`src/rtl/vga_sync_if.sv`:
```
// Timing bundle from the VGA sync generator to the pixel generator.
// The master drives the sync pins and scan position; the slave consumes them.
interface vga_sync_if;
  logic       p_tick;
  logic [9:0] x;
  logic [9:0] y;
  logic       video_on;
  logic       hsync;
  logic       vsync;
  logic       frame_tick;

  modport master (
    output p_tick, x, y, video_on, hsync, vsync, frame_tick
  );

  modport slave (
    input p_tick, x, y, video_on, hsync, vsync, frame_tick
  );
endinterface

```
`src/rtl/vga_sync.sv`:
```
// 640x480@60 VGA timing generator: clock divider to a pixel tick, horizontal and
// vertical scan counters, registered active-low syncs and frame/video decodes.
module vga_sync #(
  parameter int unsigned CLK_DIV   = 4,
  parameter int unsigned H_DISPLAY = 640,
  parameter int unsigned H_FRONT   = 16,
  parameter int unsigned H_SYNC    = 96,
  parameter int unsigned H_BACK    = 48,
  parameter int unsigned V_DISPLAY = 480,
  parameter int unsigned V_FRONT   = 10,
  parameter int unsigned V_SYNC    = 2,
  parameter int unsigned V_BACK    = 33
) (
  input  logic       clk,
  input  logic       reset,
  vga_sync_if.master vga
);

  localparam int unsigned CNT_W    = 10;
  localparam int unsigned DIV_W    = $clog2(CLK_DIV);
  localparam int unsigned H_TOTAL  = H_DISPLAY + H_FRONT + H_SYNC + H_BACK;
  localparam int unsigned V_TOTAL  = V_DISPLAY + V_FRONT + V_SYNC + V_BACK;
  localparam int unsigned HS_FIRST = H_DISPLAY + H_FRONT;
  localparam int unsigned HS_LAST  = H_DISPLAY + H_FRONT + H_SYNC - 1;
  localparam int unsigned VS_FIRST = V_DISPLAY + V_FRONT;
  localparam int unsigned VS_LAST  = V_DISPLAY + V_FRONT + V_SYNC - 1;

  logic [DIV_W-1:0] div_reg;
  logic [CNT_W-1:0] x_reg;
  logic [CNT_W-1:0] y_reg;
  logic [CNT_W-1:0] x_next;
  logic [CNT_W-1:0] y_next;
  logic             hsync_reg;
  logic             vsync_reg;
  logic             p_tick_c;
  logic             x_last_c;
  logic             y_last_c;

  assign p_tick_c = (div_reg == DIV_W'(CLK_DIV - 1));
  assign x_last_c = (x_reg == CNT_W'(H_TOTAL - 1));
  assign y_last_c = (y_reg == CNT_W'(V_TOTAL - 1));

  // Next scan position; syncs are decoded from it so they line up with X/Y.
  always_comb begin
    x_next = x_reg;
    y_next = y_reg;
    if (p_tick_c) begin
      if (x_last_c) begin
        x_next = '0;
        y_next = y_last_c ? '0 : y_reg + CNT_W'(1);
      end else begin
        x_next = x_reg + CNT_W'(1);
      end
    end
  end

  always_ff @(posedge clk) begin
    if (reset) begin
      div_reg   <= '0;
      x_reg     <= '0;
      y_reg     <= '0;
      hsync_reg <= 1'b1;
      vsync_reg <= 1'b1;
    end else begin
      div_reg   <= p_tick_c ? '0 : div_reg + DIV_W'(1);
      x_reg     <= x_next;
      y_reg     <= y_next;
      hsync_reg <= ~((x_next >= CNT_W'(HS_FIRST)) && (x_next <= CNT_W'(HS_LAST)));
      vsync_reg <= ~((y_next >= CNT_W'(VS_FIRST)) && (y_next <= CNT_W'(VS_LAST)));
    end
  end

  assign vga.p_tick     = p_tick_c;
  assign vga.x          = x_reg;
  assign vga.y          = y_reg;
  assign vga.video_on   = (x_reg < CNT_W'(H_DISPLAY)) && (y_reg < CNT_W'(V_DISPLAY));
  assign vga.hsync      = hsync_reg;
  assign vga.vsync      = vsync_reg;
  assign vga.frame_tick = p_tick_c & x_last_c & y_last_c;

endmodule

```
`src/flat_wrapper.sv`:
```
// flat-port wrapper written by rule: the top's interface ports become plain ports
module vga_sync_flat 
#(
  parameter int unsigned CLK_DIV   = 4,
  parameter int unsigned H_DISPLAY = 640,
  parameter int unsigned H_FRONT   = 16,
  parameter int unsigned H_SYNC    = 96,
  parameter int unsigned H_BACK    = 48,
  parameter int unsigned V_DISPLAY = 480,
  parameter int unsigned V_FRONT   = 10,
  parameter int unsigned V_SYNC    = 2,
  parameter int unsigned V_BACK    = 33
)
  (clk, reset, vga_p_tick, vga_x, vga_y, vga_video_on, vga_hsync, vga_vsync, vga_frame_tick);
  vga_sync_if vga_i ();
  input  logic clk;
  input  logic reset;
  output wire logic [$bits(vga_i.p_tick)-1:0] vga_p_tick;
  output wire logic [$bits(vga_i.x)-1:0] vga_x;
  output wire logic [$bits(vga_i.y)-1:0] vga_y;
  output wire logic [$bits(vga_i.video_on)-1:0] vga_video_on;
  output wire logic [$bits(vga_i.hsync)-1:0] vga_hsync;
  output wire logic [$bits(vga_i.vsync)-1:0] vga_vsync;
  output wire logic [$bits(vga_i.frame_tick)-1:0] vga_frame_tick;
  assign vga_p_tick = vga_i.p_tick;
  assign vga_x = vga_i.x;
  assign vga_y = vga_i.y;
  assign vga_video_on = vga_i.video_on;
  assign vga_hsync = vga_i.hsync;
  assign vga_vsync = vga_i.vsync;
  assign vga_frame_tick = vga_i.frame_tick;
  vga_sync #(.CLK_DIV(CLK_DIV), .H_DISPLAY(H_DISPLAY), .H_FRONT(H_FRONT), .H_SYNC(H_SYNC), .H_BACK(H_BACK), .V_DISPLAY(V_DISPLAY), .V_FRONT(V_FRONT), .V_SYNC(V_SYNC), .V_BACK(V_BACK)) u_core (.clk(clk), .reset(reset), .vga(vga_i));
endmodule
```
`config.mk`:
```
export PLATFORM = sky130hd
export DESIGN_NAME = vga_sync_flat
export DESIGN_NICKNAME = d
export VERILOG_FILES = /design/src/rtl/vga_sync_if.sv /design/src/rtl/vga_sync.sv /design/src/flat_wrapper.sv
export SDC_FILE = /design/constraint.sdc
export NUM_CORES = 1
export LEC_CHECK = 0
export CORE_MARGIN = 5
export CORE_UTILIZATION = 40
export CTS_CLUSTER_DIAMETER = 150
export DETAILED_ROUTE_END_ITERATION = 6
export DONT_BUFFER_PORTS = 1
export PLACE_DENSITY = 0.51
export SYNTH_ARGS = -nofsm -noshare
export SYNTH_HDL_FRONTEND = slang
export SYNTH_SLANG_ARGS = --single-unit
```
`constraint.sdc`:
```
create_clock -name clk -period 4.75 [get_ports clk]
set_clock_uncertainty 0.1 [all_clocks]
set_input_delay 0.7125 -clock clk [delete_from_list [all_inputs] [get_ports clk]]
set_output_delay 0.7125 -clock clk [all_outputs]
set_load 0.01 [all_outputs]
```
==> results.py <==
metrics = {
    "run_status": {
        "status": "finished clean",
    },
    "global_routing": {
        "use_met3_pct": 4.49,
        "grt_pass1_vias": 1202,
        "grt_use_total_pct": 14.9,
        "grt_util_met1_pct": 20.1,
        "grt_max_degree": 21,
        "grt-ovfl-total": 0,
        "top_usage_layer": "met2",
        "grt_pass1_wl_mm": 6.05,
        "antenna_found_initial": 0,
        "grtUsageMet2_pct": 22.5,
    },
    "finish": {
        "antennaDiodeCount": 0,
        "finalNonFillerCells": 216,
        "drive_above_1_share_pct": 4.71,
        "syn_to_final_growth_pct": 1.67,
        "finalNetCount": 177,
        "post-route-util_pct": 42.8,
    },
    "setup_path": {
        "crit_fanout": 9,
        "worstSetupPathType": "reg -> out",
        "cp.arrival_ns": 2.21,
        "ff2ff_path_depth": 6,
        "worstSetupEndpointType": "output pin",
        "cp.required_ns": 3.94,
        "start_kind": "flip-flop",
    },
    "floorplan": {
        "die_w_um": 69.7,
        "die_area_mm2": 0.00486,
        "rows": 21,
        "num_io_pins": 27,
        "die_height_um": 69.7,
        "start_util_pct": 42.1,
        "design.core.area_mm2": 0.00339,
    },
    "power": {
        "switching_share_pct": 21.5,
        "p_per_area_mw_per_mm2": 224,
        "comb_power_share_pct": 2.3,
        "total_power_mw": 0.325,
        "p_clk_share_pct": 34.1,
        "static-leakage-power_nw": 0.465,
        "peakVddDrop_uv": 120,
        "p_int_mw": 0.255,
        "power_frac_seq_pct": 63.6,
        "p_switching_mw": 0.0699,
    },
    "run": {
        "cap_violations": 0,
    },
    "sta": {
        "fin_tns_setup_ns": 0,
        "hold_viol": 0,
        "period_share_pct": 63.7,
        "fin_crit_ns": 3.03,
        "rsz0062_at_grt": "no",
        "relSlewSlack_pct": 52.2,
        "maxSlewViolCount": 0,
        "finalSetupViolations": 0,
        "final.setup.worst_slack_ns": 1.72,
        "worstMarginPinSlew_ns": 0.708,
        "fmax_ghz": 0.330,
    },
    "placed_design": {
        "portBuffers": 0,
        "place_ws_ns": 2.14,
        "dp_cells": 212,
        "gp_congestion": 0.833,
        "place_hpwl_mm": 2.46,
    },
    "cts": {
        "postCtsSetupBuffers": 0,
        "numCtsBuffers": 3,
        "clock_sinks": 24,
        "cts.repair.resized": 0,
        "ctsHoldBuffers": 0,
        "clk_latency_ns": 0.32,
        "h-tree-depth": 1,
        "cts_max_path_buffers": 2,
        "cts_tree": "yes",
        "path_clk_slew_ns": 0.13,
        "clk_root_buffer_cell": "clkbuf_4",
    },
    "synth": {
        "synth_edf_count": 0,
        "avgSynthCellArea_um2": 7.92,
        "synth_common_cells": "24 x dfxtp_1, 23 x nor2_1, 13 x nor3_1",
        "ys.flop_type": "dfxtp_1",
        "ys_seq_area_share_pct": 33.7,
        "yosysMostFrequentCell": "dfxtp_1",
        "syn_area_mm2": 0.00143,
        "yosysTopAreaCell": "dfxtp_1",
        "yosys.cell_types.count": 48,
        "ys_ff_latch": 24,
        "async_flop_share_pct": 0,
        "yosysWarnings": 0,
        "yosysTopAreaCellShare_pct": 33.7,
        "syn-instance-count": 180,
        "syn_nets": 186,
        "synth_area_leaders": "dfxtp_1 34%, xnor2_1 6.1%, nor2_1 6.1%, nor3_1 4.6%, ha_1 3.5%",
    },
    "detailed_routing": {
        "ant_nets": 0,
        "wl_per_cell_um": 15.9,
        "routed_via_density": 5.85,
        "vias": 1263,
        "first_iter_violations": 60,
        "dr.pass1.iters": 4,
        "drc": 0,
        "routed_wl_mm": 3.43,
    },
    "hold_path": {
        "worstHoldPathType": "reg -> reg",
        "whs_path_depth": 1,
    },
}
-- final timing paths --
| kind | slack [ns] | startpoint | end |
|---|---|---|---|
| max | 1.72 | u_core.div_reg[0] | vga_frame_tick |
| min | 0.33 | u_core.div_reg[0] | u_core.div_reg[0] |
| max reg2reg | 2.17 | u_core.div_reg[0] | u_core.vga.vsync |
| min reg2reg | 0.33 | u_core.div_reg[0] | u_core.div_reg[0] |
-- metal layers --
layer / vias up / share of wire, % / routed length [µm]
met5: - / 0 / 0
met4: 0 / 1.1 / 38
met3: 4 / 7.7 / 265
met2: 31 / 43 / 1460
met1: 598 / 48 / 1660
li1: 630 / - / -
-- final cells by class --
cell class | count | area (µm²)
clock buffers | 4 | 36.3
inverters | 5 | 18.8
flip-flops and latches | 24 | 480
multi-input cells | 137 | 857
fillers | 359 | 1940
well taps | 46 | 57.6
-- layout by cell type, fill, tap and decap left out, types with 2 or more instances in the layout --
cell type  count
dfxtp_1       24
inv_1          5
nand2b_1       2
nand3_1        9
and3_1         4
nand3b_1       2
ha_1           4
nand4_1        7
nor2_1        23
nor3_1        13
nor4_1         2
and4_1         2
a21oi_1        9
o21ai_0        9
and2_1         2
mux2i_1        2
or3_1          2
xor2_1         2
nand2_1        9
xnor2_1       10
clkbuf_4       3
-- power by group through the flow --
stage | clock (mW) | sequential (mW) | combinational (mW)
floorplan | 0 | 0.210 | 0.00878
global placement | 0 | 0.211 | 0.00725
finish | 0.111 | 0.206 | 0.00740
global route | 0.126 | 0.207 | 0.00894
CTS | 0.116 | 0.206 | 0.00760
detailed placement | 0 | 0.211 | 0.00757
-- kinds of logic (layout without fill, tap and decap cells) --
kind of cell    count (synthesis)  in the layout  synth area share [%]
mux                             2              2                  1.40
flops                          24             24                  33.7
simple gates                   87             87                  33.3
buf+inv                        19              9                  6.23
compound gates                 32             32                  14.5
fa+ha+maj                       4              4                  3.51
xor+xnor                       12             12                  7.37
-- worst max-delay path, cell delays in order (launching register included) --
cell and delay [ns]:
dfxtp_1 0.36, ha_1 0.38, and4_1 0.48, nand3_1 0.33, nor2_1 0.35
-- metrics by stage --
step,instance area (µm²),hold WS (ns)
finish,1450,0.330
global route,1450,0.309
CTS,1450,0.326
detailed placement,1410,0.317
global placement,1410,0.311
floorplan,1430,0.304
Note: power is estimated with default switching activity, not from simulation.
